**src/rtl/sys_ibus_master.sv**
```systemverilog
// -----------------------------------------------------------------------------
// sys_ibus_master
//
// Bus initiator for the systolic-array I/O buffer block. One job, started by a
// `go` pulse, performs:
//   1. write of the max-counter register (0xFFF1),
//   2. write of the run-counter register (0xFFF2),
//   3. 4*ab_len operand writes taken from the input stream (A0, A1, B0, B1),
//   4. write of the start strobe (0xFFF0),
//   5. a programmable wait,
//   6. 4*s_len reads of the result buffers (S0_0, S1_0, S0_1, S1_1), each
//      forwarded on the output stream.
//
// Parameters
//   RD_LAT       cycles between the first `ren` cycle and the rdata sample
//
// Ports
//   clk, rst_n                 clock, synchronous active-low reset
//   go                         job start pulse (dropped while busy)
//   cfg_ab_len / cfg_s_len     words per operand / result buffer
//   cfg_max_cntr / cfg_run_cntr  values for the counter registers
//   cfg_wait                   cycles between start write and first read
//   in_valid/in_ready/in_data  operand stream (valid/ready)
//   out_valid/out_ready/out_data/out_last  result stream (valid/ready)
//   wen, ibus_wadr, ibus_wdata write port
//   ren, ibus_radr, ibus_rdata read port
//   busy, done                 job status
//
// Every output is a flop. The combinational processes compute the value each
// output takes in the next cycle, so the state register always names the
// activity currently visible on the outputs.
// -----------------------------------------------------------------------------
module sys_ibus_master #(
  parameter int RD_LAT = 2
) (
  input  logic        clk,
  input  logic        rst_n,
  input  logic        go,
  input  logic [9:0]  cfg_ab_len,
  input  logic [8:0]  cfg_s_len,
  input  logic [7:0]  cfg_max_cntr,
  input  logic [7:0]  cfg_run_cntr,
  input  logic [15:0] cfg_wait,
  input  logic        in_valid,
  output logic        in_ready,
  input  logic [15:0] in_data,
  output logic        out_valid,
  input  logic        out_ready,
  output logic [15:0] out_data,
  output logic        out_last,
  output logic        wen,
  output logic [15:0] ibus_wadr,
  output logic [15:0] ibus_wdata,
  output logic        ren,
  output logic [15:0] ibus_radr,
  input  logic [15:0] ibus_rdata,
  output logic        busy,
  output logic        done
);

  localparam logic [15:0] ADR_START = 16'hFFF0;
  localparam logic [15:0] ADR_MAX   = 16'hFFF1;
  localparam logic [15:0] ADR_RUN   = 16'hFFF2;
  localparam logic [7:0]  RD_LAT_C  = 8'(RD_LAT);

  // LOAD_END is the cycle that shows the final operand write with in_ready
  // already low; it keeps the start write one cycle behind it.
  typedef enum logic [3:0] {
    S_IDLE,
    S_CFG_MAX,
    S_CFG_RUN,
    S_LOAD,
    S_LOAD_END,
    S_START,
    S_WAIT,
    S_RD_ISSUE,
    S_RD_WAIT,
    S_OUT,
    S_DONE
  } state_t;

  state_t state, next_state;

  // Job configuration latched at go acceptance.
  logic [9:0]  ab_len_q, ab_len_d;
  logic [8:0]  s_len_q, s_len_d;
  logic [7:0]  run_q, run_d;
  logic [15:0] wait_cnt, wait_cnt_d;

  // Operand and result address counters: buffer select plus word index.
  logic [1:0]  ld_buf, ld_buf_d;
  logic [9:0]  ld_idx, ld_idx_d;
  logic [1:0]  rd_buf, rd_buf_d;
  logic [8:0]  rd_idx, rd_idx_d;
  logic [7:0]  lat_cnt, lat_cnt_d;

  // Next-cycle values of the registered outputs.
  logic        wen_d, ren_d, in_ready_d, out_valid_d, out_last_d, busy_d, done_d;
  logic [15:0] ibus_wadr_d, ibus_wdata_d, ibus_radr_d, out_data_d;

  logic accept, ld_last, rd_last, handshake;

  assign accept    = in_valid && in_ready;
  assign handshake = out_valid && out_ready;
  assign ld_last   = (ld_buf == 2'd3) && (ld_idx == ab_len_q - 10'd1);
  assign rd_last   = (rd_buf == 2'd3) && (rd_idx == s_len_q - 9'd1);

  // ---------------------------------------------------------------------------
  // State register and all output / datapath flops
  // ---------------------------------------------------------------------------
  // NOTE: sequential state uses non-blocking assignments so every flop samples
  // the pre-edge values regardless of statement order.
  always_ff @(posedge clk) begin
    // NOTE: addresses, data and counters are reset too, because the reset
    // state of the bus outputs is all-zero and must not depend on history.
    if (!rst_n) begin
      state      <= S_IDLE;
      ab_len_q   <= '0;
      s_len_q    <= '0;
      run_q      <= '0;
      wait_cnt   <= '0;
      ld_buf     <= '0;
      ld_idx     <= '0;
      rd_buf     <= '0;
      rd_idx     <= '0;
      lat_cnt    <= '0;
      wen        <= 1'b0;
      ibus_wadr  <= '0;
      ibus_wdata <= '0;
      ren        <= 1'b0;
      ibus_radr  <= '0;
      in_ready   <= 1'b0;
      out_valid  <= 1'b0;
      out_data   <= '0;
      out_last   <= 1'b0;
      busy       <= 1'b0;
      done       <= 1'b0;
    end else begin
      state      <= next_state;
      ab_len_q   <= ab_len_d;
      s_len_q    <= s_len_d;
      run_q      <= run_d;
      wait_cnt   <= wait_cnt_d;
      ld_buf     <= ld_buf_d;
      ld_idx     <= ld_idx_d;
      rd_buf     <= rd_buf_d;
      rd_idx     <= rd_idx_d;
      lat_cnt    <= lat_cnt_d;
      wen        <= wen_d;
      ibus_wadr  <= ibus_wadr_d;
      ibus_wdata <= ibus_wdata_d;
      ren        <= ren_d;
      ibus_radr  <= ibus_radr_d;
      in_ready   <= in_ready_d;
      out_valid  <= out_valid_d;
      out_data   <= out_data_d;
      out_last   <= out_last_d;
      busy       <= busy_d;
      done       <= done_d;
    end
  end

  // ---------------------------------------------------------------------------
  // Next-state logic
  // ---------------------------------------------------------------------------
  // NOTE: next_state gets a default before the case so no path leaves it
  // unassigned, which would otherwise infer a latch.
  always_comb begin
    next_state = state;
    unique case (state)
      S_IDLE:     if (go) next_state = S_CFG_MAX;
      S_CFG_MAX:  next_state = S_CFG_RUN;
      S_CFG_RUN:  next_state = (ab_len_q == '0) ? S_START : S_LOAD;
      S_LOAD:     if (accept && ld_last) next_state = S_LOAD_END;
      S_LOAD_END: next_state = S_START;
      S_START: begin
        if (wait_cnt != '0)      next_state = S_WAIT;
        else if (s_len_q != '0)  next_state = S_RD_ISSUE;
        else                     next_state = S_DONE;
      end
      S_WAIT: begin
        if (wait_cnt == 16'd1)
          next_state = (s_len_q != '0) ? S_RD_ISSUE : S_DONE;
      end
      S_RD_ISSUE: next_state = (RD_LAT_C == '0) ? S_OUT : S_RD_WAIT;
      S_RD_WAIT:  if (lat_cnt == RD_LAT_C) next_state = S_OUT;
      S_OUT:      if (handshake) next_state = rd_last ? S_DONE : S_RD_ISSUE;
      S_DONE:     next_state = S_IDLE;
      default:    next_state = S_IDLE;
    endcase
  end

  // ---------------------------------------------------------------------------
  // Output and datapath next values
  // ---------------------------------------------------------------------------
  always_comb begin
    ab_len_d     = ab_len_q;
    s_len_d      = s_len_q;
    run_d        = run_q;
    wait_cnt_d   = wait_cnt;
    ld_buf_d     = ld_buf;
    ld_idx_d     = ld_idx;
    rd_buf_d     = rd_buf;
    rd_idx_d     = rd_idx;
    lat_cnt_d    = lat_cnt;
    ibus_wadr_d  = ibus_wadr;
    ibus_wdata_d = ibus_wdata;
    ibus_radr_d  = ibus_radr;
    out_data_d   = out_data;
    wen_d        = 1'b0;

    // Strobes follow directly from where the FSM is heading.
    in_ready_d  = (next_state == S_LOAD);
    ren_d       = (next_state == S_RD_ISSUE) || (next_state == S_RD_WAIT);
    out_valid_d = (next_state == S_OUT);
    done_d      = (next_state == S_DONE);
    busy_d      = (next_state != S_IDLE) && (next_state != S_DONE);

    unique case (state)
      S_IDLE: begin
        if (go) begin
          ab_len_d     = cfg_ab_len;
          s_len_d      = cfg_s_len;
          run_d        = cfg_run_cntr;
          wait_cnt_d   = cfg_wait;
          ld_buf_d     = '0;
          ld_idx_d     = '0;
          rd_buf_d     = '0;
          rd_idx_d     = '0;
          wen_d        = 1'b1;
          ibus_wadr_d  = ADR_MAX;
          ibus_wdata_d = {8'h00, cfg_max_cntr};
        end
      end
      S_CFG_MAX: begin
        wen_d        = 1'b1;
        ibus_wadr_d  = ADR_RUN;
        ibus_wdata_d = {8'h00, run_q};
      end
      S_LOAD: begin
        if (accept) begin
          wen_d        = 1'b1;
          ibus_wadr_d  = {4'h0, ld_buf, ld_idx};
          ibus_wdata_d = in_data;
          if (ld_idx == ab_len_q - 10'd1) begin
            ld_idx_d = '0;
            ld_buf_d = ld_buf + 2'd1;
          end else begin
            ld_idx_d = ld_idx + 10'd1;
          end
        end
      end
      S_WAIT:     wait_cnt_d = wait_cnt - 16'd1;
      S_RD_ISSUE: lat_cnt_d  = 8'd1;
      S_RD_WAIT:  lat_cnt_d  = lat_cnt + 8'd1;
      S_OUT: begin
        if (handshake) begin
          if (rd_idx == s_len_q - 9'd1) begin
            rd_idx_d = '0;
            rd_buf_d = rd_buf + 2'd1;
          end else begin
            rd_idx_d = rd_idx + 9'd1;
          end
        end
      end
      default: ;
    endcase

    // Start strobe, entered from CFG_RUN (empty load) or LOAD_END.
    if (next_state == S_START) begin
      wen_d        = 1'b1;
      ibus_wadr_d  = ADR_START;
      ibus_wdata_d = 16'h0001;
    end

    // Read address uses the counters as they will be after any handshake.
    if (next_state == S_RD_ISSUE)
      ibus_radr_d = {1'b1, 4'h0, rd_buf_d, rd_idx_d};

    // Capture rdata on the last ren cycle; hold the word while in OUT.
    if (next_state == S_OUT && state != S_OUT) begin
      out_data_d = ibus_rdata;
      out_last_d = rd_last;
    end else if (next_state == S_OUT) begin
      out_last_d = out_last;
    end else begin
      out_last_d = 1'b0;
    end
  end

endmodule

```
**config.mk**
```make
export PLATFORM = sky130hd
export DESIGN_NAME = sys_ibus_master
export DESIGN_NICKNAME = d
export VERILOG_FILES = /design/src/rtl/sys_ibus_master.sv
export SDC_FILE = /design/constraint.sdc
export NUM_CORES = 1
export LEC_CHECK = 0
export CELL_PAD_IN_SITES_DETAIL_PLACEMENT = 0
export CELL_PAD_IN_SITES_GLOBAL_PLACEMENT = 1
export CORE_UTILIZATION = 39
export DETAILED_ROUTE_END_ITERATION = 6
export PLACE_DENSITY = 0.86
export SLEW_MARGIN = 40
export SYNTH_ARGS = -nofsm -noshare
export SYNTH_HDL_FRONTEND = slang
export SYNTH_SLANG_ARGS = --single-unit
```
**constraint.sdc**
```tcl
create_clock -name clk -period 4.35 [get_ports clk]
set_input_delay 0.6525 -clock clk [delete_from_list [all_inputs] [get_ports clk]]
set_output_delay 0.6525 -clock clk [all_outputs]
set_load 0.1 [all_outputs]
```
==> results of run 1 <==
how the worst min path moves through the flow:
stage | start | endpoint | cells after the start
4_1_cts | out_data[7] | out_data[7] | 2
5_1_grt | out_data[9] | out_data[9] | 2
6_report | out_data[4] | out_data[4] | 2
3_3_place_gp | out_data[4] | out_data[4] | 2
3_5_place_dp | out_data[7] | out_data[7] | 2
2_1_floorplan | run_q[0] | run_q[0] | 2
critical path, cell delays in order, from the launching register on:
cell	delay [ps]
dfxtp_1	610
nor4b_1	100
buf_4	170
and3_1	380
a21oi_1	300
nand3_1	100
or4b_1	530
a22o_1	360
nand2_1	220
mux2_2	350
report_power, final:
part           total [mW]  switching, mW  leakage [nW]  internal (mW)
Combinational        1.06          0.742          2.01          0.314
Sequential           1.48         0.0853          1.16           1.39
Clock                1.58          0.556         0.310           1.03
layer usage:
layer | share of wire (%) | vias to the layer above | wire length, microns | GRT usage, %
met5 | 0 | - | 0 | 0
met4 | 1.3 | 0 | 227 | 7.37
met3 | 3.6 | 19 | 647 | 3.98
met2 | 46 | 145 | 8250 | 32.3
met1 | 49 | 2957 | 8830 | 27.5
li1 | - | 3297 | - | -
synthesized netlist by cell type (all sizes together) (3+ instances only):
library cell    n
and4            3
nor2           90
or4             6
mux2            5
nand2b         10
a211oi         13
and2            9
o211ai          6
or2             5
a31o            5
o21ai          17
dfxtp         142
a22o            3
xnor2          11
nand3b          5
inv            16
clkbuf         49
a21oi         107
nand3          38
nand2         126
a22oi          13
xor2           15
o311ai          3
nor2b           7
buf            12
a21o            8
ha             10
mux2i          11
nor3           22
o221a           6
a31oi           6
or3             8
nor4           10
a41oi           3
nand4          15
a32oi           4
and3            9
stage by stage:
stage                     utilization (%)  std cells
after floorplan                         -        861
after CTS                            51.0       1220
after detailed placement             47.3       1189
after global routing                 51.0       1220
final                                51.0       1220
after global placement               49.3       1189
logic make-up after synthesis:
kind of cell / Yosys count
buffers and inverters: 77
xor gates and xnor gates: 26
adders and majority gates: 10
DFF: 142
AOI/OAI and AO/OA: 213
muxes: 16
other: 1
and+or+nand+nor: 373
state kept, by name (all words and copies together) (netlist names), 8 cells and up:
name	count
ibus_radr	12
ld_idx	10
s_len_q	9
rd_idx	9
ibus_wadr	13
run_q	8
out_data	16
ab_len_q	10
wait_cnt	16
ibus_wdata	16
lat_cnt	8
cell type report:
| cell class | instances | share of cell area [%] |
|---|---|---|
| clock buffers | 20 | 5.08 |
| clock inverters | 11 | 2.16 |
| inverters | 16 | 0.683 |
| multi-input cells | 642 | 42.0 |
| flip-flops and latches | 142 | 32.3 |
| well taps | 225 | 3.20 |
| repair buffers | 164 | 14.6 |
==> metrics.txt, run 1 <==
Clock Latency Late Sink 420 ps; core area 17200 sq um; Die ar. 18100 sq um; Die Wd 134 microns; number of synthesized flops with an enable pin 0; WP data required 4650 ps; Ant. Diodes 0; residual DRC count 0; post-DR wirelength/cell 14.7 microns; commonest non-fill, non-tap cell in the layout dfxtp_1; Async SR Flop Fraction 0%; vias in the first global route 5842; R2R Setup Slk 1120 ps; Syn Inst Count 858; Final Power 4.12 mW; WS Path Type flop to flop; Max-Cap Viols 0; Sink Count 142; Avg Inst Size Synth 7.98 sq um; post-cts hold buffer count 0; Max FO, Critical Path 17; synth unique cells 69; outcome finished, final reports clean; crit path DAT 3530 ps; Post-CTS Setup Inserts 0; RR Endpoint ibus_radr[2]; grt ovf 0; Final Cell Area 8790 sq um; Reg2Reg Depth 9; Setup-failing EPs final 0; H-tree levels 4; Starting Density 39.7%; Clock Path Buffers 2; I/O Pins 159; GPL Wtd Cong 0.837; DRT Pass-1 Iters 5; FF+latch count, synth 142; port buffer count 154; Vert. Die Dim 134 microns; routed wire length 18.0 mm; Setup TNS Final 0 ps; multi-input logic area 3690 sq um; GR Util All Layers 20.4%; area leader, netlist dfxtp_1; min cycle time layout 3230 ps; Min-Delay Path Class flop to flop; Max-slew headroom 49.5%; Max VDD drop 0.308 mV; DP Area 8160 sq um; top cell type's share of synthesized area 41.5%; CP endpoint ibus_radr[2]; First DRT Iteration DRCs 438; static leakage 3.48 nW; cells resized by post-CTS repair 0; mapped cell area 6850 sq um; CP Capture Type flop; slew of the pin with the lowest slew margin 757 ps; most frequent cells in the layout 142 x dfxtp_1, 126 x nand2_1, 107 x a21oi_1; via count 6418; Synth Warn # 0; CTS buffer count 17; first-pass GRT wire length 29.1 mm; Pwr Density 468 nW/um^2; Pins Over Slew Limit 0; layout cell share with drive strength beyond 1 13.5%; unrepaired setup endpoints after global routing no; Simple-Gate Fraction of Synth Area 26.0%; nets@finish 1081; Root Driver clkbuf_16; CP startpoint kind flop; WHS 447 ps; main flop type after synthesis dfxtp_1; register area 2840 sq um; initial antenna violation count 0; register area share after synthesis 41.5%; Tcrit/Tclk final 74.1%; row count 48; Fmax 310 MHz; Post-Synth XOR/XNOR Area 3.33%; Critical Path Source state[0]; via density per instance 5.26; clk slew on worst S/H paths 60 ps; HPWL Detailed 12.7 mm; post-synthesis adder-cell area fraction 1.83%; slack of the critical path 1120 ps; pre-CTS setup slack 1010 ps; worst r2r src state[0]; largest net degree at the start of global routing 55; dominant cells by area after synthesis dfxtp_1 42%, a21oi_1 7.8%, nand2_1 6.9%, nor2_1 4.9%, nand3_1 2.8%; final hold vios 0; mux cell area share after synthesis 2.43%; largest family of logic cells by synthesized area simple AND/OR/NAND/NOR gates; Synth Area in Compound Gates 20.0%; Layout area overhead 28.4%; CTS tree built; Worst Skew 8.42 ps; Antenna Nets Post-Route 0; fillers 1681
Note: power is estimated with default switching activity, not from simulation.
==> inputs of run 2 (changes only) <==
--- a/config.mk
+++ b/config.mk
@@ -7,9 +7,9 @@
 export LEC_CHECK = 0
 export CELL_PAD_IN_SITES_DETAIL_PLACEMENT = 0
 export CELL_PAD_IN_SITES_GLOBAL_PLACEMENT = 1
-export CORE_UTILIZATION = 39
+export CORE_UTILIZATION = 33
 export DETAILED_ROUTE_END_ITERATION = 6
-export PLACE_DENSITY = 0.86
+export PLACE_DENSITY = 0.77
 export SLEW_MARGIN = 40
 export SYNTH_ARGS = -nofsm -noshare
 export SYNTH_HDL_FRONTEND = slang
==> constraint.sdc (replaced) <==
create_clock -name clk -period 2.6 [get_ports clk]
set_input_delay 0.39 -clock clk [delete_from_list [all_inputs] [get_ports clk]]
set_output_delay 0.39 -clock clk [all_outputs]
set_load 0.1 [all_outputs]
==> run 2 against run 1 <==
  * Sequential share of layout area fell by 3.2 points
  * Register-to-register slack got worse by 1300 ps
  * The flow now finishes with violations (negative setup slack)
  * Sequential power rose by 66%
  * Fmax rose by 17%
  * Critical path depth did not move
  * Worst hold slack improved by 4.8 ps
==> metrics.txt, run 2 (same netlist as run 1, synthesis figures left out) <==
outcome finished with violations; failing checks negative setup slack; commonest non-fill, non-tap cell in the layout buf_4; Antenna Nets Post-Route 0; WS Path Type flop to flop; final core utilization 48.4%; CP dominant cell by count or3_4; grt ovf 0; Final Power 7.28 mW; Ant. Diodes 0; WP data required 2880 ps; Setup-failing EPs final 17; vias in the first global route 6421; Max-slew headroom 55.1%; initial antenna violation count 0; worst r2r src s_len_q[4]; sequential fraction of design power 33.7%; Cells after DPL 1304; final hold vios 0; HPWL Detailed 14.5 mm; Largest regs ibus_wdata: 16 flops, out_data: 16 flops, wait_cnt: 16 flops; slack of the critical path -159 ps; Starting Density 33.7%; number of cells on the worst hold path 2; slew of the pin with the lowest slew margin 672 ps; R2R Setup Slk -160 ps; Reg2Reg Depth 9; Root Driver clkbuf_16; GR Util All Layers 19.0%; Pwr Density 742 nW/um^2; Clock Path Buffers 2; first-pass GRT wire length 32.6 mm; residual DRC count 0; clk slew on worst S/H paths 70 ps; Worst path slowest cell or4b_4; GPL Wtd Cong 0.868; RR Endpoint ibus_radr[10]; CTS tree built; Die ar. 21300 sq um; core area 20300 sq um; Max-Cap Viols 0; most frequent cells in the layout 149 x buf_4, 133 x dfxtp_1, 125 x nand2_1; CTS buffer count 17; Sw Pwr 2.47 mW; port buffer count 154; Critical Path Source s_len_q[4]; CP peak stage delay 570 ps; Layout area overhead 43.4%; Vert. Die Dim 146 microns; DRT Pass-1 Iters 5; WHS Endpoint out_data[3]; crit path cell chain or3_4, or3_4, a32oi_2, a22oi_2, or4b_4, a22o_4, buf_4, a21oi_2, a211oi_2; via count 6747; min cycle time layout 2760 ps; I/O Pins 159; H-tree levels 4; Sink Count 142; combinational fraction of design power 29.4%; Die Wd 146 microns; Max FO, Critical Path 6; P_int 4.81 mW; Min-Delay Path Class flop to flop; Worst Hold Launch out_data[3]; final cell count without fillers 1341; pre-CTS setup slack -252 ps; Tcrit/Tclk final 106%; static leakage 3.93 nW; First DRT Iteration DRCs 366; clock power share 36.9%; Clock Latency Late Sink 420 ps; CP startpoint kind flop; Max VDD drop 0.439 mV; Worst Skew 11.8 ps; CP Capture Type flop; routed wire length 20.0 mm; Pins Over Slew Limit 0; via density per instance 5.03; unrepaired setup endpoints after global routing yes; post-DR wirelength/cell 14.9 microns; row count 52; Fmax 362 MHz; nets@finish 1157; largest net degree at the start of global routing 53; layout cell share with drive strength beyond 1 23.2%; switch share 33.9%; crit path DAT 3040 ps
## run 2: worst max-delay path by stage
stage / end / slack (ps) / cells past startpoint
2_1_floorplan: ibus_radr[15] / -30 / 9
3_3_place_gp: ibus_radr[1] / -220 / 9
3_5_place_dp: ibus_radr[1] / -250 / 9
4_1_cts: ibus_radr[2] / -110 / 8
5_1_grt: ibus_radr[9] / -240 / 9
6_report: ibus_radr[10] / -160 / 9
## run 2: power groups by stage
stage / Combinational (mW) / Sequential [mW] / Clock [mW]
global placement: 2.06 / 2.49 / 0
detailed placement: 2.07 / 2.50 / 0
finish: 2.14 / 2.45 / 2.69
global route: 2.30 / 2.48 / 2.84
floorplan: 0.938 / 2.95 / 0
CTS: 2.11 / 2.45 / 2.75
## run 2: per-stage QoR
| step | setup TNS (ps) | hold slack (ps) | area (sq um) |
|---|---|---|---|
| final | -1750 | 451 | 9820 |
| after global routing | -3730 | 470 | 9820 |
| after CTS | -1100 | 455 | 9690 |
| after detailed placement | -2280 | 445 | 8970 |
| after global placement | -2000 | 440 | 8970 |
| after floorplan | -143 | 436 | 6920 |
## run 2: timing repair
action,in CTS,in global routing
gates resized for setup,14,23
buffers inserted,4,2
endpoints found under the setup margin,18,40
pin swaps,3,14
hold buffers,0,0
## run 2: worst max-delay path, delay by kind of cell, from the launching register on
kind,cells,cell delay [ps]
AO/OA/AOI/OAI,5,830
buffers and inverters,1,180
flip-flops,1,320
AND/OR/NAND/NOR,3,1310
## run 2: area by class of cell
cell class	instances	area [sq um]
Fill cell	2031	10500
Multi-Input combinational cell	642	3870
Sequential cell	142	2860
Timing Repair Buffer	240	2050
Clock buffer	18	429
Tap cell	270	338
Clock inverter	13	210
Inverter	16	60.1
## run 2: routing by layer
layer	vias up	GRT usage, %	part of all wire (%)
li1	3447	-	-
met1	3138	25.1	48
met2	141	31.6	47
met3	21	3.56	3.7
met4	0	5.47	1.3
met5	-	0	0
